### src/rtl/alu_wb_stage_pkg.sv
`default_nettype none
// ---------------------------------------------------------------------------
// Module : wb_pkg
// Brief  : Shared widths, entry layout and occupancy encoding for the
//          ALU writeback stage.
// Rev    : 1.0  initial release
// ---------------------------------------------------------------------------
package wb_pkg;

  localparam int DW = 8;
  localparam int AW = 3;

  typedef struct packed {
    logic [AW-1:0] addr;
    logic [DW-1:0] data;
  } wb_entry_t;

  typedef enum logic [1:0] {
    WB_EMPTY = 2'd0,
    WB_ONE   = 2'd1,
    WB_FULL  = 2'd2
  } wb_occ_t;

endpackage
`default_nettype wire

### src/rtl/alu_wb_stage_if.sv
`default_nettype none
// ---------------------------------------------------------------------------
// Module : alu_wb_stage_if
// Brief  : Bundle of ALU-side, flag, register-file and forwarding signals
//          of the writeback stage. master = surroundings, slave = stage.
// Rev    : 1.0  initial release
// ---------------------------------------------------------------------------
interface alu_wb_stage_if;
  import wb_pkg::*;

  logic          ex_valid;
  logic          ex_ready;
  logic [DW-1:0] rslt;
  logic [AW-1:0] rd_addr;
  logic          rd_we;
  logic          sc_o;
  logic          sc_en;
  logic          sc_clr;
  logic          pari;
  logic          pari_en;
  logic          pari_clr;
  logic          sc_q;
  logic          pari_q;
  logic          wb_stall;
  logic          rf_we;
  logic [AW-1:0] rf_waddr;
  logic [DW-1:0] rf_wdata;
  logic [AW-1:0] rs_addr;
  logic          rs_pend;
  logic [DW-1:0] rs_data;

  modport master (
    output ex_valid, rslt, rd_addr, rd_we, sc_o, sc_en, sc_clr,
           pari, pari_en, pari_clr, wb_stall, rs_addr,
    input  ex_ready, sc_q, pari_q, rf_we, rf_waddr, rf_wdata,
           rs_pend, rs_data
  );

  modport slave (
    input  ex_valid, rslt, rd_addr, rd_we, sc_o, sc_en, sc_clr,
           pari, pari_en, pari_clr, wb_stall, rs_addr,
    output ex_ready, sc_q, pari_q, rf_we, rf_waddr, rf_wdata,
           rs_pend, rs_data
  );

endinterface
`default_nettype wire

### src/rtl/alu_wb_stage_fifo.sv
`default_nettype none
// ---------------------------------------------------------------------------
// Module : wb_skid_fifo2
// Brief  : Two-entry FIFO of writeback entries. Exposes both slots with
//          valid bits and the index of the youngest slot for forwarding.
// Rev    : 1.0  initial release
// ---------------------------------------------------------------------------
module wb_skid_fifo2
  import wb_pkg::*;
(
  input  wire logic            clk,
  input  wire logic            reset,
  input  wire logic            push_i,
  input  wire wb_entry_t       entry_i,
  input  wire logic            pop_i,
  output logic                 full_o,
  output logic                 empty_o,
  output wb_entry_t            head_o,
  output wb_entry_t [1:0]      ent_o,
  output logic      [1:0]      vld_o,
  output logic                 tail_o
);

  wb_occ_t         occ_q, occ_d;
  logic            rd_ptr_q, wr_ptr_q;
  logic      [1:0] vld_q, vld_d;
  wb_entry_t [1:0] mem_q;

  // Occupancy state register
  always_ff @(posedge clk) begin
    if (reset) occ_q <= WB_EMPTY;
    else       occ_q <= occ_d;
  end

  // Occupancy next state and per-slot valid bits; pop is applied before push
  // so a simultaneous pop/push at one entry leaves the new entry valid.
  always_comb begin
    occ_d = occ_q;
    vld_d = vld_q;
    if (pop_i)  vld_d[rd_ptr_q] = 1'b0;
    if (push_i) vld_d[wr_ptr_q] = 1'b1;
    unique case ({push_i, pop_i})
      2'b10:   occ_d = (occ_q == WB_EMPTY) ? WB_ONE : WB_FULL;
      2'b01:   occ_d = (occ_q == WB_FULL)  ? WB_ONE : WB_EMPTY;
      default: occ_d = occ_q;
    endcase
  end

  // Pointer and valid registers; reset discards every buffered entry
  always_ff @(posedge clk) begin
    if (reset) begin
      rd_ptr_q <= 1'b0;
      wr_ptr_q <= 1'b0;
      vld_q    <= 2'b00;
    end else begin
      if (pop_i)  rd_ptr_q <= ~rd_ptr_q;
      if (push_i) wr_ptr_q <= ~wr_ptr_q;
      vld_q <= vld_d;
    end
  end

  // Entry storage; contents are only meaningful under the valid bits
  always_ff @(posedge clk) begin
    if (push_i) mem_q[wr_ptr_q] <= entry_i;
  end

  assign full_o  = (occ_q == WB_FULL);
  assign empty_o = (occ_q == WB_EMPTY);
  assign head_o  = mem_q[rd_ptr_q];
  assign ent_o   = mem_q;
  assign vld_o   = vld_q;
  // The most recently written slot is the one just behind the write pointer.
  assign tail_o  = ~wr_ptr_q;

endmodule
`default_nettype wire

### src/rtl/alu_wb_stage.sv
`default_nettype none
// ---------------------------------------------------------------------------
// Module : alu_wb_stage
// Brief  : Execute->writeback stage: SC/PARI flag registers, 2-entry skid
//          buffer draining to the register-file port, forwarding lookup.
// Rev    : 1.0  initial release
// ---------------------------------------------------------------------------
module alu_wb_stage
  import wb_pkg::*;
(
  input  wire logic     clk,
  input  wire logic     reset,
  alu_wb_stage_if.slave wb
);

  logic            acc, push, pop;
  logic            full, empty, tail;
  wb_entry_t       head, new_entry;
  wb_entry_t [1:0] ent;
  logic      [1:0] vld;
  logic            sc_flag_q, sc_flag_d;
  logic            pari_flag_q, pari_flag_d;
  logic            fwd_pend;
  logic [DW-1:0]   fwd_data;

  // ex_ready comes from registered occupancy only, so a full buffer refuses
  // input even in a cycle where it drains.
  assign wb.ex_ready = ~full;
  assign acc         = wb.ex_valid & ~full;
  assign push        = acc & wb.rd_we;
  assign pop         = ~empty & ~wb.wb_stall;

  assign new_entry.addr = wb.rd_addr;
  assign new_entry.data = wb.rslt;

  wb_skid_fifo2 u_fifo (
    .clk     (clk),
    .reset   (reset),
    .push_i  (push),
    .entry_i (new_entry),
    .pop_i   (pop),
    .full_o  (full),
    .empty_o (empty),
    .head_o  (head),
    .ent_o   (ent),
    .vld_o   (vld),
    .tail_o  (tail)
  );

  assign wb.rf_we    = pop;
  assign wb.rf_waddr = empty ? '0 : head.addr;
  assign wb.rf_wdata = empty ? '0 : head.data;

  // Flag next state: only accepted ops touch the flags, clear beats load
  always_comb begin
    sc_flag_d   = sc_flag_q;
    pari_flag_d = pari_flag_q;
    if (acc) begin
      if (wb.sc_clr)        sc_flag_d = 1'b0;
      else if (wb.sc_en)    sc_flag_d = wb.sc_o;
      if (wb.pari_clr)      pari_flag_d = 1'b0;
      else if (wb.pari_en)  pari_flag_d = wb.pari;
    end
  end

  // Flag registers
  always_ff @(posedge clk) begin
    if (reset) begin
      sc_flag_q   <= 1'b0;
      pari_flag_q <= 1'b0;
    end else begin
      sc_flag_q   <= sc_flag_d;
      pari_flag_q <= pari_flag_d;
    end
  end

  assign wb.sc_q   = sc_flag_q;
  assign wb.pari_q = pari_flag_q;

  // Forwarding lookup: older slot first, youngest overrides on double match
  always_comb begin
    fwd_pend = 1'b0;
    fwd_data = '0;
    if (vld[~tail] && (ent[~tail].addr == wb.rs_addr)) begin
      fwd_pend = 1'b1;
      fwd_data = ent[~tail].data;
    end
    if (vld[tail] && (ent[tail].addr == wb.rs_addr)) begin
      fwd_pend = 1'b1;
      fwd_data = ent[tail].data;
    end
  end

  assign wb.rs_pend = fwd_pend;
  assign wb.rs_data = fwd_data;

endmodule
`default_nettype wire

### src/flat_wrapper.sv
// flat-port wrapper written by rule: the top's interface ports become plain ports
module alu_wb_stage_flat import wb_pkg::*;
  (clk, reset, wb_ex_valid, wb_rslt, wb_rd_addr, wb_rd_we, wb_sc_o, wb_sc_en, wb_sc_clr, wb_pari, wb_pari_en, wb_pari_clr, wb_wb_stall, wb_rs_addr, wb_ex_ready, wb_sc_q, wb_pari_q, wb_rf_we, wb_rf_waddr, wb_rf_wdata, wb_rs_pend, wb_rs_data);
  alu_wb_stage_if wb_i ();
  input  wire logic clk;
  input  wire logic reset;
  input wire logic [$bits(wb_i.ex_valid)-1:0] wb_ex_valid;
  input wire logic [$bits(wb_i.rslt)-1:0] wb_rslt;
  input wire logic [$bits(wb_i.rd_addr)-1:0] wb_rd_addr;
  input wire logic [$bits(wb_i.rd_we)-1:0] wb_rd_we;
  input wire logic [$bits(wb_i.sc_o)-1:0] wb_sc_o;
  input wire logic [$bits(wb_i.sc_en)-1:0] wb_sc_en;
  input wire logic [$bits(wb_i.sc_clr)-1:0] wb_sc_clr;
  input wire logic [$bits(wb_i.pari)-1:0] wb_pari;
  input wire logic [$bits(wb_i.pari_en)-1:0] wb_pari_en;
  input wire logic [$bits(wb_i.pari_clr)-1:0] wb_pari_clr;
  input wire logic [$bits(wb_i.wb_stall)-1:0] wb_wb_stall;
  input wire logic [$bits(wb_i.rs_addr)-1:0] wb_rs_addr;
  output wire logic [$bits(wb_i.ex_ready)-1:0] wb_ex_ready;
  output wire logic [$bits(wb_i.sc_q)-1:0] wb_sc_q;
  output wire logic [$bits(wb_i.pari_q)-1:0] wb_pari_q;
  output wire logic [$bits(wb_i.rf_we)-1:0] wb_rf_we;
  output wire logic [$bits(wb_i.rf_waddr)-1:0] wb_rf_waddr;
  output wire logic [$bits(wb_i.rf_wdata)-1:0] wb_rf_wdata;
  output wire logic [$bits(wb_i.rs_pend)-1:0] wb_rs_pend;
  output wire logic [$bits(wb_i.rs_data)-1:0] wb_rs_data;
  assign wb_i.ex_valid = wb_ex_valid;
  assign wb_i.rslt = wb_rslt;
  assign wb_i.rd_addr = wb_rd_addr;
  assign wb_i.rd_we = wb_rd_we;
  assign wb_i.sc_o = wb_sc_o;
  assign wb_i.sc_en = wb_sc_en;
  assign wb_i.sc_clr = wb_sc_clr;
  assign wb_i.pari = wb_pari;
  assign wb_i.pari_en = wb_pari_en;
  assign wb_i.pari_clr = wb_pari_clr;
  assign wb_i.wb_stall = wb_wb_stall;
  assign wb_i.rs_addr = wb_rs_addr;
  assign wb_ex_ready = wb_i.ex_ready;
  assign wb_sc_q = wb_i.sc_q;
  assign wb_pari_q = wb_i.pari_q;
  assign wb_rf_we = wb_i.rf_we;
  assign wb_rf_waddr = wb_i.rf_waddr;
  assign wb_rf_wdata = wb_i.rf_wdata;
  assign wb_rs_pend = wb_i.rs_pend;
  assign wb_rs_data = wb_i.rs_data;
  alu_wb_stage u_core (.clk(clk), .reset(reset), .wb(wb_i));
endmodule
### config.mk
export PLATFORM = sky130hd
export DESIGN_NAME = alu_wb_stage_flat
export DESIGN_NICKNAME = d
export VERILOG_FILES = /design/src/rtl/alu_wb_stage_pkg.sv /design/src/rtl/alu_wb_stage_if.sv /design/src/rtl/alu_wb_stage_fifo.sv /design/src/rtl/alu_wb_stage.sv /design/src/flat_wrapper.sv
export SDC_FILE = /design/constraint.sdc
export NUM_CORES = 1
export LEC_CHECK = 0
export ABC_CLOCK_PERIOD_IN_PS = 4050
export CAP_MARGIN = 20
export CORE_ASPECT_RATIO = 0.7
export CORE_UTILIZATION = 53
export CTS_BUF_LIST = sky130_fd_sc_hd__clkbuf_4
export DETAILED_ROUTE_END_ITERATION = 10
export GPL_TIMING_DRIVEN = 0
export PLACE_DENSITY = 0.95
export SLEW_MARGIN = 10
export SYNTH_ARGS = -nofsm -noshare
export SYNTH_HDL_FRONTEND = slang
export SYNTH_SLANG_ARGS = --single-unit
### constraint.sdc
create_clock -name clk -period 4.05 [get_ports clk]
set_input_delay 0.405 -clock clk [delete_from_list [all_inputs] [get_ports clk]]
set_output_delay 0.405 -clock clk [all_outputs]
set_load 0.02 [all_outputs]
==> qor.yml <==
detailed_routing:
  postRouteAntennaNets: 0
  wl_met2_um: 2150
  wirelength_met1_um: 1830
  viasPerCell: 5.88
  routed_wl_um: 4370
  via_count: 1522
  dr_wl_met3_um: 311
  drtIter0Drc: 114
  routed.top_layer: "met4"
  wl_per_cell_um: 16.9
  drc: 0
  firstDrtPassIters: 4
clock_tree:
  numCtsBuffers: 5
  cts_hold_buffers: 0
  insertion_delay_ns: 0.34
  root_buffer: "clkbuf_4"
  cts_setup_buffers: 0
  clk_pin_slew_ns: 0.10
  cts_tree: "built"
  h-tree-depth: 2
  cts.sinks: 30
  clockBufferDepth: 2
  cts.repair.resized: 0
worst_setup_path:
  worst-path-buf-inv: 4
  startpoint: "u_core.u_fifo.wr_ptr_q"
  crit_path_start_kind: "register"
  path_class: "register to primary output"
  cp.required_ns: 3.64
  cpMaxStageDelayCell: "a211oi_1"
  crit_arrival_ns: 3.33
  cp_cell_sequence: "buf_6 -> clkbuf_1 -> nand3_1 -> a211oi_1 -> buf_2 -> nor3b_1 -> a2bb2oi_1 -> clkdlybuf4s50_1"
  crit_family: "buffers and inverters"
  max_stage_delay_ns: 0.84
  r2r_start: "u_core.u_fifo.wr_ptr_q"
  r2r_setup_slack_ns: 2.18
  path_max_fanout: 10
  cp-end-kind: "primary output"
job:
  drv_cap: 0
floorplan:
  coreArea_mm2: 0.00292
  num_rows: 16
  die-area_mm2: 0.00345
  io_pins: 49
  die_w_um: 69.8
  initial_core_util: 0.583
  die_y_um: 49.4
synth:
  synth_edf_count: 22
  post-synth-top-count-cell: "edfxtp_1"
  synthCells: 168
  yosys.area.top_type: "edfxtp_1"
  synthTopCellsByCount: "22 x edfxtp_1, 17 x nor2_1, 14 x mux2i_1"
  yosysWarnings: 0
  synth_top_area_frac: 0.388
  synthesis.area_mm2: 0.00170
  syn_nets: 194
  ys_seq_area_frac: 0.482
  async_flop_share: 0
  ys_types: 33
  synth_ff_type: "edfxtp_1"
  postSynthAreaPerCell_um2: 10.1
  synth_seq_cells: 30
  synth_area_leaders: "edfxtp_1 39%, dfxtp_1 9.4%, mux2i_1 8.2%"
placement:
  dp_slack_ns: 0.510
  io_buffers: 47
  dp_cells: 251
  dp_hpwl_um: 3140
  place_congestion: 0.844
final_layout:
  register_area_um2: 821
  fillers: 204
  stdcell_count: 259
  layout.nets: 248
  syn_to_final_growth_pct: 34.8
  drive_gt1_frac: 0.0628
  n_antenna_cell: 0
  multi_input_area_um2: 774
outcome:
  status: "completed"
global_routing:
  grt_max_degree: 13
  gr-usage-all-layers: 0.268
  grt_pass1_wl_um: 6930
  grt_pass1_vias: 1501
  overflow: 0
  antenna_found_initial: 0
power_and_ir_drop:
  leakagePower_nw: 0.789
  p_total_w: 0.000843
  power.internal_w: 0.000590
  p_clk_frac: 0.281
  power_frac_seq: 0.424
  power.density_mw_per_mm2: 367
  peakVddDrop_uv: 222
  p_sw_w: 0.000252
  comb_power_share: 0.295
  p_sw_frac: 0.299
timing:
  setup_slack_ns: 0.312
  fin_skew_ns: 0.00945
  finalSetupViolCount: 0
  fmax_mhz: 268
  hold_viol_final: 0
  worstMarginPinSlew_ns: 1.02
  whs_ns: 0.415
  rsz0062_at_grt: "no"
  finalSetupTns_ns: 0
  period_share: 0.923
  slew_headroom: 0.316
  layout_min_cycle_time_ns: 3.74
  maxSlewViolCount: 0
hold_path:
  worst_hold_path_type: "input pin to register"
  min-delay-start: "reset"
[metrics by stage]
| stage | utilization | area [um2] |
|---|---|---|
| after global placement | 0.759 | 2220 |
| after floorplan | - | 1700 |
| final | 0.786 | 2300 |
| after detailed placement | 0.759 | 2220 |
| after global routing | 0.786 | 2300 |
| after CTS | 0.786 | 2300 |
[flip-flops by register name, indices dropped and copies added (netlist names)]
register and flops:
u_core.wb.pari_q 1, u_core.u_fifo.occ_q 2, u_core.wb.sc_q 1, u_core.u_fifo.wr_ptr_q 1, u_core.u_fifo.ent_o 22, u_core.u_fifo.vld_o 2, u_core.u_fifo.rd_ptr_q 1
[cell type report]
class                           count  area share
Sequential cell                    30       0.357
Multi-Input combinational cell    114       0.337
Timing Repair Buffer               47       0.205
Buffer                             13      0.0289
Tap cell                           36      0.0196
Inverter                           11      0.0180
Clock inverter                      3      0.0174
Clock buffer                        5      0.0163
[power groups by stage]
stage | logic, W | clock network (W) | registers (W)
final | 0.000248 | 0.000237 | 0.000358
after floorplan | 0.000141 | 0 | 0.000362
after detailed placement | 0.000246 | 0 | 0.000364
after global routing | 0.000264 | 0.000254 | 0.000359
after global placement | 0.000236 | 0 | 0.000363
after CTS | 0.000247 | 0.000240 | 0.000357
[worst register-to-register path: cells and delay by family (launching register included)]
family | cells | cell delay [ns]
simple gates | 1 | 0.62
buf+inv | 2 | 0.51
flops | 1 | 0.36
[cells by family after synthesis]
| kind of cell | share of synthesized area |
|---|---|
| compound gates | 0.143 |
| buf+inv | 0.0632 |
| simple gates | 0.168 |
| flops | 0.482 |
| fa+ha+maj | 0.00735 |
| xor+xnor | 0.0411 |
| mux | 0.0955 |
[final timing paths]
kind                                           endpoint  cells past startpoint
worst min-delay path             u_core.u_fifo.rd_ptr_q                      2
worst max register to register  u_core.u_fifo.ent_o[16]                      3
worst min register to register           u_core.wb.sc_q                      2
worst max-delay path                      wb_rs_data[3]                      8
[layout by cell type (no fill, tap or decap), types with 2 or more instances in the layout]
master	netlist	final
nand2_1	6	6
or3_1	10	10
clkbuf_1	6	6
buf_1	3	3
nor2_1	17	17
a2bb2oi_1	7	7
clkinv_2	0	2
clkbuf_4	0	5
buf_6	2	2
a21oi_1	7	7
a211oi_1	2	2
xnor2_1	7	7
nand4b_1	2	2
a31oi_1	8	8
buf_2	2	2
nor3b_1	8	8
nand3_1	3	3
clkdlybuf4s50_1	0	47
inv_1	11	11
edfxtp_1	22	22
dfxtp_1	8	8
o21ai_0	10	10
mux2i_1	14	14
[metal layers]
metal / vias up / track usage
li1: 717 / -
met1: 721 / 0.316
met2: 73 / 0.460
met3: 11 / 0.0744
met4: 0 / 0.123
met5: - / 0
No activity file was read; power rests on OpenSTA's default activity.
